## src/rtl/fifo_ptr_ctrl_if.sv

```systemverilog
// Request/status bundle between a FIFO user and the asymmetric-width pointer controller.
// The master side issues push/pop requests; the controller (slave) drives RAM addressing and flags.
interface fifo_ptr_ctrl_if #(
    parameter int RAM_ADDR_WIDTH = 6,
    parameter int WR_L2          = 2,
    parameter int RD_L2          = 3
);
    logic                              wr_en;
    logic                              rd_en;
    logic                              ram_wr_en;
    logic [RAM_ADDR_WIDTH-1:0]         ram_wr_addr;
    logic [RAM_ADDR_WIDTH-1:0]         ram_rd_addr;
    logic                              rd_valid;
    logic                              full;
    logic                              empty;
    logic                              almost_full;
    logic                              almost_empty;
    logic [RAM_ADDR_WIDTH-WR_L2:0]     wr_count;
    logic [RAM_ADDR_WIDTH-RD_L2:0]     rd_count;
    logic                              overflow;
    logic                              underflow;

    modport master (
        output wr_en, rd_en,
        input  ram_wr_en, ram_wr_addr, ram_rd_addr, rd_valid, full, empty,
               almost_full, almost_empty, wr_count, rd_count, overflow, underflow
    );

    modport slave (
        input  wr_en, rd_en,
        output ram_wr_en, ram_wr_addr, ram_rd_addr, rd_valid, full, empty,
               almost_full, almost_empty, wr_count, rd_count, overflow, underflow
    );
endinterface

```

## src/rtl/fifo_ptr_ctrl.sv

```systemverilog
// Single-clock pointer and flag controller for a width-converting FIFO RAM.
// Pointers count RAM units and carry one extra wrap bit; flags/counts are registered from next-state pointers.
module fifo_ptr_ctrl #(
    parameter int RAM_DEPTH      = 64,
    parameter int RAM_ADDR_WIDTH = 6,
    parameter int WR_WIDTH       = 32,
    parameter int RD_WIDTH       = 64,
    parameter int RAM_WIDTH      = 8,
    parameter int WR_L2          = 2,
    parameter int RD_L2          = 3,
    parameter int AF_THRESH      = 14,
    parameter int AE_THRESH      = 1
) (
    input  logic           clk,
    input  logic           rst,
    fifo_ptr_ctrl_if.slave bus
);
    localparam int PW  = RAM_ADDR_WIDTH + 1;
    localparam int WCW = RAM_ADDR_WIDTH - WR_L2 + 1;
    localparam int RCW = RAM_ADDR_WIDTH - RD_L2 + 1;
    localparam logic [PW-1:0] WR_STEP = PW'(1 << WR_L2);
    localparam logic [PW-1:0] RD_STEP = PW'(1 << RD_L2);

    if ((WR_WIDTH != (RAM_WIDTH << WR_L2)) || (RD_WIDTH != (RAM_WIDTH << RD_L2)) ||
        (RAM_DEPTH != (1 << RAM_ADDR_WIDTH))) begin : g_cfg_check
        $error("fifo_ptr_ctrl: inconsistent width/depth parameters");
    end

    logic [PW-1:0]  r_wr_ptr;
    logic [PW-1:0]  r_rd_ptr;
    logic           r_full;
    logic           r_empty;
    logic           r_almost_full;
    logic           r_almost_empty;
    logic [WCW-1:0] r_wr_count;
    logic [RCW-1:0] r_rd_count;
    logic           r_overflow;
    logic           r_underflow;
    logic           r_rd_valid;

    logic           w_push;
    logic           w_pop;
    logic [PW-1:0]  w_wr_ptr_nxt;
    logic [PW-1:0]  w_rd_ptr_nxt;
    logic [PW-1:0]  w_occ_nxt;
    logic [PW-1:0]  w_free_nxt;
    logic [WCW-1:0] w_wr_count_nxt;
    logic [RCW-1:0] w_rd_count_nxt;

    // Each request is judged only against the registered flags, so a same-cycle
    // pop cannot make room for a push and a same-cycle push cannot feed a pop.
    assign w_push = bus.wr_en & ~r_full;
    assign w_pop  = bus.rd_en & ~r_empty;

    assign w_wr_ptr_nxt   = w_push ? r_wr_ptr + WR_STEP : r_wr_ptr;
    assign w_rd_ptr_nxt   = w_pop  ? r_rd_ptr + RD_STEP : r_rd_ptr;
    assign w_occ_nxt      = w_wr_ptr_nxt - w_rd_ptr_nxt;
    assign w_free_nxt     = PW'(RAM_DEPTH) - w_occ_nxt;
    assign w_wr_count_nxt = w_occ_nxt[PW-1:WR_L2];
    assign w_rd_count_nxt = w_occ_nxt[PW-1:RD_L2];

    always_ff @(posedge clk or posedge rst) begin
        if (rst) begin
            r_wr_ptr       <= '0;
            r_rd_ptr       <= '0;
            r_full         <= 1'b0;
            r_empty        <= 1'b1;
            r_almost_full  <= 1'b0;
            r_almost_empty <= 1'b1;
            r_wr_count     <= '0;
            r_rd_count     <= '0;
            r_overflow     <= 1'b0;
            r_underflow    <= 1'b0;
            r_rd_valid     <= 1'b0;
        end else begin
            r_wr_ptr       <= w_wr_ptr_nxt;
            r_rd_ptr       <= w_rd_ptr_nxt;
            r_full         <= (w_free_nxt < WR_STEP);
            r_empty        <= (w_occ_nxt < RD_STEP);
            r_almost_full  <= (w_wr_count_nxt >= WCW'(AF_THRESH));
            r_almost_empty <= (w_rd_count_nxt <= RCW'(AE_THRESH));
            r_wr_count     <= w_wr_count_nxt;
            r_rd_count     <= w_rd_count_nxt;
            r_overflow     <= bus.wr_en & r_full;
            r_underflow    <= bus.rd_en & r_empty;
            r_rd_valid     <= w_pop;
        end
    end

    assign bus.ram_wr_en    = w_push;
    assign bus.ram_wr_addr  = r_wr_ptr[RAM_ADDR_WIDTH-1:0];
    assign bus.ram_rd_addr  = r_rd_ptr[RAM_ADDR_WIDTH-1:0];
    assign bus.rd_valid     = r_rd_valid;
    assign bus.full         = r_full;
    assign bus.empty        = r_empty;
    assign bus.almost_full  = r_almost_full;
    assign bus.almost_empty = r_almost_empty;
    assign bus.wr_count     = r_wr_count;
    assign bus.rd_count     = r_rd_count;
    assign bus.overflow     = r_overflow;
    assign bus.underflow    = r_underflow;
endmodule

```

## src/flat_wrapper.sv

```systemverilog
// flat-port wrapper written by rule: the top's interface ports become plain ports
module fifo_ptr_ctrl_flat 
#(
    parameter int RAM_DEPTH      = 64,
    parameter int RAM_ADDR_WIDTH = 6,
    parameter int WR_WIDTH       = 32,
    parameter int RD_WIDTH       = 64,
    parameter int RAM_WIDTH      = 8,
    parameter int WR_L2          = 2,
    parameter int RD_L2          = 3,
    parameter int AF_THRESH      = 14,
    parameter int AE_THRESH      = 1
)
  (clk, rst, bus_wr_en, bus_rd_en, bus_ram_wr_en, bus_ram_wr_addr, bus_ram_rd_addr, bus_rd_valid, bus_full, bus_empty, bus_almost_full, bus_almost_empty, bus_wr_count, bus_rd_count, bus_overflow, bus_underflow);
  fifo_ptr_ctrl_if #(.RAM_ADDR_WIDTH(RAM_ADDR_WIDTH), .WR_L2(WR_L2), .RD_L2(RD_L2)) bus_i ();
  input  logic clk;
  input  logic rst;
  input wire logic [$bits(bus_i.wr_en)-1:0] bus_wr_en;
  input wire logic [$bits(bus_i.rd_en)-1:0] bus_rd_en;
  output wire logic [$bits(bus_i.ram_wr_en)-1:0] bus_ram_wr_en;
  output wire logic [$bits(bus_i.ram_wr_addr)-1:0] bus_ram_wr_addr;
  output wire logic [$bits(bus_i.ram_rd_addr)-1:0] bus_ram_rd_addr;
  output wire logic [$bits(bus_i.rd_valid)-1:0] bus_rd_valid;
  output wire logic [$bits(bus_i.full)-1:0] bus_full;
  output wire logic [$bits(bus_i.empty)-1:0] bus_empty;
  output wire logic [$bits(bus_i.almost_full)-1:0] bus_almost_full;
  output wire logic [$bits(bus_i.almost_empty)-1:0] bus_almost_empty;
  output wire logic [$bits(bus_i.wr_count)-1:0] bus_wr_count;
  output wire logic [$bits(bus_i.rd_count)-1:0] bus_rd_count;
  output wire logic [$bits(bus_i.overflow)-1:0] bus_overflow;
  output wire logic [$bits(bus_i.underflow)-1:0] bus_underflow;
  assign bus_i.wr_en = bus_wr_en;
  assign bus_i.rd_en = bus_rd_en;
  assign bus_ram_wr_en = bus_i.ram_wr_en;
  assign bus_ram_wr_addr = bus_i.ram_wr_addr;
  assign bus_ram_rd_addr = bus_i.ram_rd_addr;
  assign bus_rd_valid = bus_i.rd_valid;
  assign bus_full = bus_i.full;
  assign bus_empty = bus_i.empty;
  assign bus_almost_full = bus_i.almost_full;
  assign bus_almost_empty = bus_i.almost_empty;
  assign bus_wr_count = bus_i.wr_count;
  assign bus_rd_count = bus_i.rd_count;
  assign bus_overflow = bus_i.overflow;
  assign bus_underflow = bus_i.underflow;
  fifo_ptr_ctrl #(.RAM_DEPTH(RAM_DEPTH), .RAM_ADDR_WIDTH(RAM_ADDR_WIDTH), .WR_WIDTH(WR_WIDTH), .RD_WIDTH(RD_WIDTH), .RAM_WIDTH(RAM_WIDTH), .WR_L2(WR_L2), .RD_L2(RD_L2), .AF_THRESH(AF_THRESH), .AE_THRESH(AE_THRESH)) u_core (.clk(clk), .rst(rst), .bus(bus_i));
endmodule
```

## config.mk

```make
export PLATFORM = sky130hd
export DESIGN_NAME = fifo_ptr_ctrl_flat
export DESIGN_NICKNAME = d
export VERILOG_FILES = /design/src/rtl/fifo_ptr_ctrl_if.sv /design/src/rtl/fifo_ptr_ctrl.sv /design/src/flat_wrapper.sv
export SDC_FILE = /design/constraint.sdc
export NUM_CORES = 1
export LEC_CHECK = 0
export CORE_MARGIN = 10
export CORE_UTILIZATION = 51
export DETAILED_ROUTE_END_ITERATION = 8
export PLACE_DENSITY = 0.93
export RECOVER_POWER = 25
export SLEW_MARGIN = 20
export SYNTH_ARGS = -nofsm -noshare
export SYNTH_HDL_FRONTEND = slang
export SYNTH_SLANG_ARGS = --single-unit
```

## constraint.sdc

```tcl
create_clock -name clk -period 6.04 [get_ports clk]
set_input_delay 1.51 -clock clk [delete_from_list [all_inputs] [get_ports clk]]
set_output_delay 1.51 -clock clk [all_outputs]
set_load 0.01 [all_outputs]
```

==> After elaboration in Yosys (flattened, before gate mapping) <==
Index checks and enable logic that the tools add are counted.
{ "word_totals": {"ff_bits": 30, "out_inout_bits": 29, "wordCells": 27} }
{ "op_classes": {"n_addsub": 4, "n_lt_le_gt_ge": 4, "mux": 2, "bitwise": 6} }
{ "op_table": {"columns": ["operator", "n"], "rows": [
  ["$mux W7", 2],
  ["$add A7 B3 Y7 const B", 1],
  ["$add A7 B4 Y7 const B", 1],
  ["$lt A7 B3 Y1 const B", 1],
  ["$lt A7 B4 Y1 const B", 1],
  ["$sub A7 B7 Y7", 1],
  ["$sub A7 B7 Y7 const A", 1],
  ["$ge A5 B4 Y1 const B", 1],
  ["$and A1 B1 Y1", 4],
  ["$le A4 B1 Y1 const B", 1],
  ["$not A1 Y1", 2]
]} }

==> Logic depth before layout (Yosys ltp) <==
{ "depth": {"word_depth": 6, "depth_mapped": 11, "ltp_nobuf": 11} }

==> Worst setup path after synthesis <==
Ideal clock, no wire load.
{ "synth_timing": {"kind": "input port to flip-flop", "start": "in bus_wr_en", "end": "reg u_core.r_full (netlist: u_core.bus.full)", "setup_ns": 0.094, "arrival_ns": 3.649, "t_required_ns": 5.946, "setup_slack_ns": 2.297, "path_stages": 11, "n_path_buf": 0, "path_cell_list": "nor2b_1 mux2_2 inv_1 ha_1 inv_1 ha_1 nor3_1 o211ai_1 xnor3_1 a21o_1 a211oi_1"} }
{ "synth_between": {"elab_chain_len": 5} }
{ "synth_lines": {"columns": ["element", "line_no", "text"], "rows": [
  ["from (decl)", "flat_wrapper.sv:18", "input wire logic [$bits(bus_i.wr_en)-1:0] bus_wr_en;"],
  ["$and A1 B1 Y1", "fifo_ptr_ctrl.sv:52", "assign w_push = bus.wr_en & ~r_full;"],
  ["$mux W7", "fifo_ptr_ctrl.sv:55", "assign w_wr_ptr_nxt = w_push ? r_wr_ptr + WR_STEP : r_wr_ptr;"],
  ["via u_core.w_wr_ptr_nxt[3]", "fifo_ptr_ctrl.sv:43", "logic [PW-1:0] w_wr_ptr_nxt;"],
  ["$sub A7 B7 Y7", "fifo_ptr_ctrl.sv:57", "assign w_occ_nxt = w_wr_ptr_nxt - w_rd_ptr_nxt;"],
  ["$sub A7 B7 Y7", "fifo_ptr_ctrl.sv:58", "assign w_free_nxt = PW'(RAM_DEPTH) - w_occ_nxt;"],
  ["$lt A7 B3 Y1", "fifo_ptr_ctrl.sv:78", "r_full <= (w_free_nxt < WR_STEP);"],
  ["to (signal assigned)", "fifo_ptr_ctrl.sv:78", null],
  ["to (decl)", "fifo_ptr_ctrl.sv:31", "logic r_full;"]
]} }
The timed path passes the listed nets, and every way through them passes these cells.

==> Final worst setup path <==
{ "layout_timing": {"start": "in bus_wr_en", "end": "out bus_ram_wr_en"} }
{ "layout_between": {"elab_chain_len": 1} }
{ "layout_lines": {"columns": ["element", "line_no", "text"], "rows": [
  ["$and A1 B1 Y1", "fifo_ptr_ctrl.sv:52", null],
  ["to (decl)", "flat_wrapper.sv:20", "output wire logic [$bits(bus_i.ram_wr_en)-1:0] bus_ram_wr_en;"]
]} }
No other way between the ends.

==> impl_metrics.py <==
metrics = {
    "global_route": {
        "grt_overflow": 0,
        "grt_pass1_vias": 869,
        "grt_usage_pct": 10.56,
        "antenna_found_initial": 0,
        "grt_max_degree": 21,
        "grt_pass1_wl_um": 4229,
    },
    "floorplan": {
        "coreArea_um2": 2255,
        "num_rows": 17,
        "pin_count": 33,
        "die-width_um": 69.11,
        "die_area_um2": 4776,
        "start_util_pct": 54.55,
        "dieHeight_um": 69.11,
    },
    "clock_tree": {
        "numCtsBuffers": 3,
        "clk_latency_ps": 290,
        "cts_tree": "yes",
        "cts_max_level": 1,
        "cts.reportedPaths.clkPinSlew_ps": 110,
        "ctsResizeCount": 0,
        "clock_sinks": 20,
        "postCtsHoldBufs": 0,
        "clk_path_buf_depth": 2,
        "post_cts_buffers": 0,
        "cts-root-buf": "clkbuf_4",
    },
    "synthesis": {
        "yosysUniqueCellTypes": 41,
        "ys_top_cells_by_area": "dfrtp_1, buf_4, ha_1",
        "ys_ff_latch": 20,
        "synth_area_leader_cell": "dfrtp_1",
        "ys.flop_type": "dfrtp_1",
        "synth_warnings": 0,
        "yosysMostFrequentCell": "dfrtp_1",
        "synthTopCellsByCount": "dfrtp_1, buf_4, inv_1",
        "synth_area_um2": 1230,
        "synth-async-reset-ratio_pct": 100.0,
        "yosysSeqAreaShare_pct": 40.90,
        "synth.avg_cell_area_um2": 11.49,
        "yosys.area.top_type_share_pct": 36.62,
        "synth_cells": 107,
        "synth_edf_count": 0,
    },
    "drt": {
        "via_per_inst": 5.000,
        "routed_wl_um": 2521,
        "first_pass_iters": 4,
        "num_vias": 760,
        "drtIter0Drc": 19,
        "drc": 0,
        "ant_nets": 0,
        "post_drt_wl_per_cell_um": 16.59,
    },
    "critical_path": {
        "cp.required_ps": 4530,
        "cpPeakStageDelay_ps": 620,
        "worstSetupStartpoint": "bus_wr_en",
        "slowest_stage": "dlygate4sd3_1",
        "r2r-start": "u_core.bus.empty$_DFF_PP1_",
        "cp.arrival_ps": 3120,
        "path_class": "in -> out",
        "worstSetupEndpointType": "output pin",
        "cp_max_fo": 4,
        "cp_cell_sequence": "dlygate4sd3_1, nor2b_1, clkdlybuf4s50_1",
        "worstSetupStartpointType": "input pin",
    },
    "cells_and_area": {
        "drive_gt1_share_pct": 15.32,
        "diodes": 0,
        "syn_to_final_growth_pct": 16.28,
        "final_nets": 137,
        "nFillCells": 180,
    },
    "timing": {
        "maxSlewHeadroom_pct": 48.59,
        "fin_crit_ps": 4634,
        "setup_viol_count_final": 0,
        "rsz0062_at_grt": "no",
        "finalClockSkew_ps": 2.969,
        "fin_setup_tns_ps": 0,
        "slew_violations": 0,
        "period_share_pct": 76.72,
        "hold_viol": 0,
        "fmax_mhz": 215.8,
        "worstMarginPinSlew_ps": 770.3,
    },
    "min_path": {
        "hp-start": "u_core.r_wr_ptr[5]$_DFF_PP0_",
        "hold_class": "reg -> reg",
    },
    "placed_design": {
        "routabilityCongestion": 0.8440,
        "dp.final_hpwl_um": 2123,
        "io_buffer_count": 27,
    },
    "status": {
        "status": "finished clean",
    },
    "job": {
        "max_cap_viol_count": 0,
    },
}
==> layout make-up <==
class	instances	area, um^2	share of cell area, %
Sequential cell	20	503.0	35.17
Clock buffer	4	26.28	1.837
Tap cell	28	35.03	2.450
Timing Repair Buffer	27	270.3	18.90
Multi-Input combinational cell	64	561.8	39.28
Inverter	9	33.78	2.362
==> registers in the layout, summed over array words and instances, names as in the netlist <==
signal and count:
u_core.bus.almost_empty 1, u_core.bus.almost_full 1, u_core.bus.empty 1, u_core.bus.full 1
u_core.bus.overflow 1, u_core.bus.rd_count 1, u_core.bus.rd_valid 1, u_core.bus.underflow 1
u_core.bus.wr_count 4, u_core.r_rd_ptr 4, u_core.r_wr_ptr 4
==> kinds of logic after synthesis <==
family | Yosys count | synth area share (%)
buffers and inverters | 27 | 14.04
flip-flops | 20 | 40.90
adder cells (fa/ha/maj) | 8 | 8.139
AND/OR/NAND/NOR | 25 | 15.97
AO/OA/AOI/OAI | 14 | 10.07
XOR/XNOR | 10 | 8.851
other | 1 | 0.3049
multiplexers | 2 | 1.729
==> through the flow <==
step / setup WS (ps) / cell area [um^2] / hold WS (ps) / util, % / std cells
2_1_floorplan: 2297 / 1245 / 512.3 / - / 111
3_3_place_gp: 1600 / 1411 / 522.7 / 62.60 / 148
3_5_place_dp: 1463 / 1411 / 554.6 / 62.60 / 148
4_1_cts: 1506 / 1438 / 571.7 / 63.76 / 152
5_1_grt: 1390 / 1430 / 591.2 / 63.43 / 152
6_report: 1406 / 1430 / 571.3 / 63.43 / 152
==> worst paths after layout <==
path                                                    endpoint  slack, ps  cells past startpoint
worst min-delay path                u_core.r_wr_ptr[5]$_DFF_PP0_        570                      1
worst max register to register        u_core.bus.empty$_DFF_PP1_       3120                     10
worst max-delay path                               bus_ram_wr_en       1410                      3
max in group asynchronous       u_core.bus.rd_count[3]$_DFF_PP0_       3770                      2
worst min register to register      u_core.r_wr_ptr[5]$_DFF_PP0_        570                      1
min in group asynchronous          u_core.bus.rd_valid$_DFF_PP0_       1790                      2
==> critical path, delay by kind of cell <==
kind          cells  cell delay, ps
buf+inv           2            1240
simple gates      1             370
==> layer usage <==
layer,global-route usage (%),share of wire [%]
met5,0,0
met4,6.208,2.2
met3,1.997,5.2
met2,19.66,57
met1,10.46,36
==> cells in the final DEF, fill, tap and decap left out, drive strengths merged, types with 2 or more instances in the layout <==
cell / instances
clkbuf: 4
nand4: 2
ha: 8
or3: 2
nand2: 4
a21oi: 2
xnor2: 6
inv: 9
nand3b: 2
a211oi: 2
nor3: 3
and2: 4
o21ai: 3
o21a: 2
dfstp: 2
nor2b: 2
dlygate4sd3: 3
xor2: 3
clkdlybuf4s50: 24
dfrtp: 18
conb: 5
nand3: 3
Power is not shown: default switching activity piles up to over one toggle a cycle in this logic, so the estimate is an artifact.
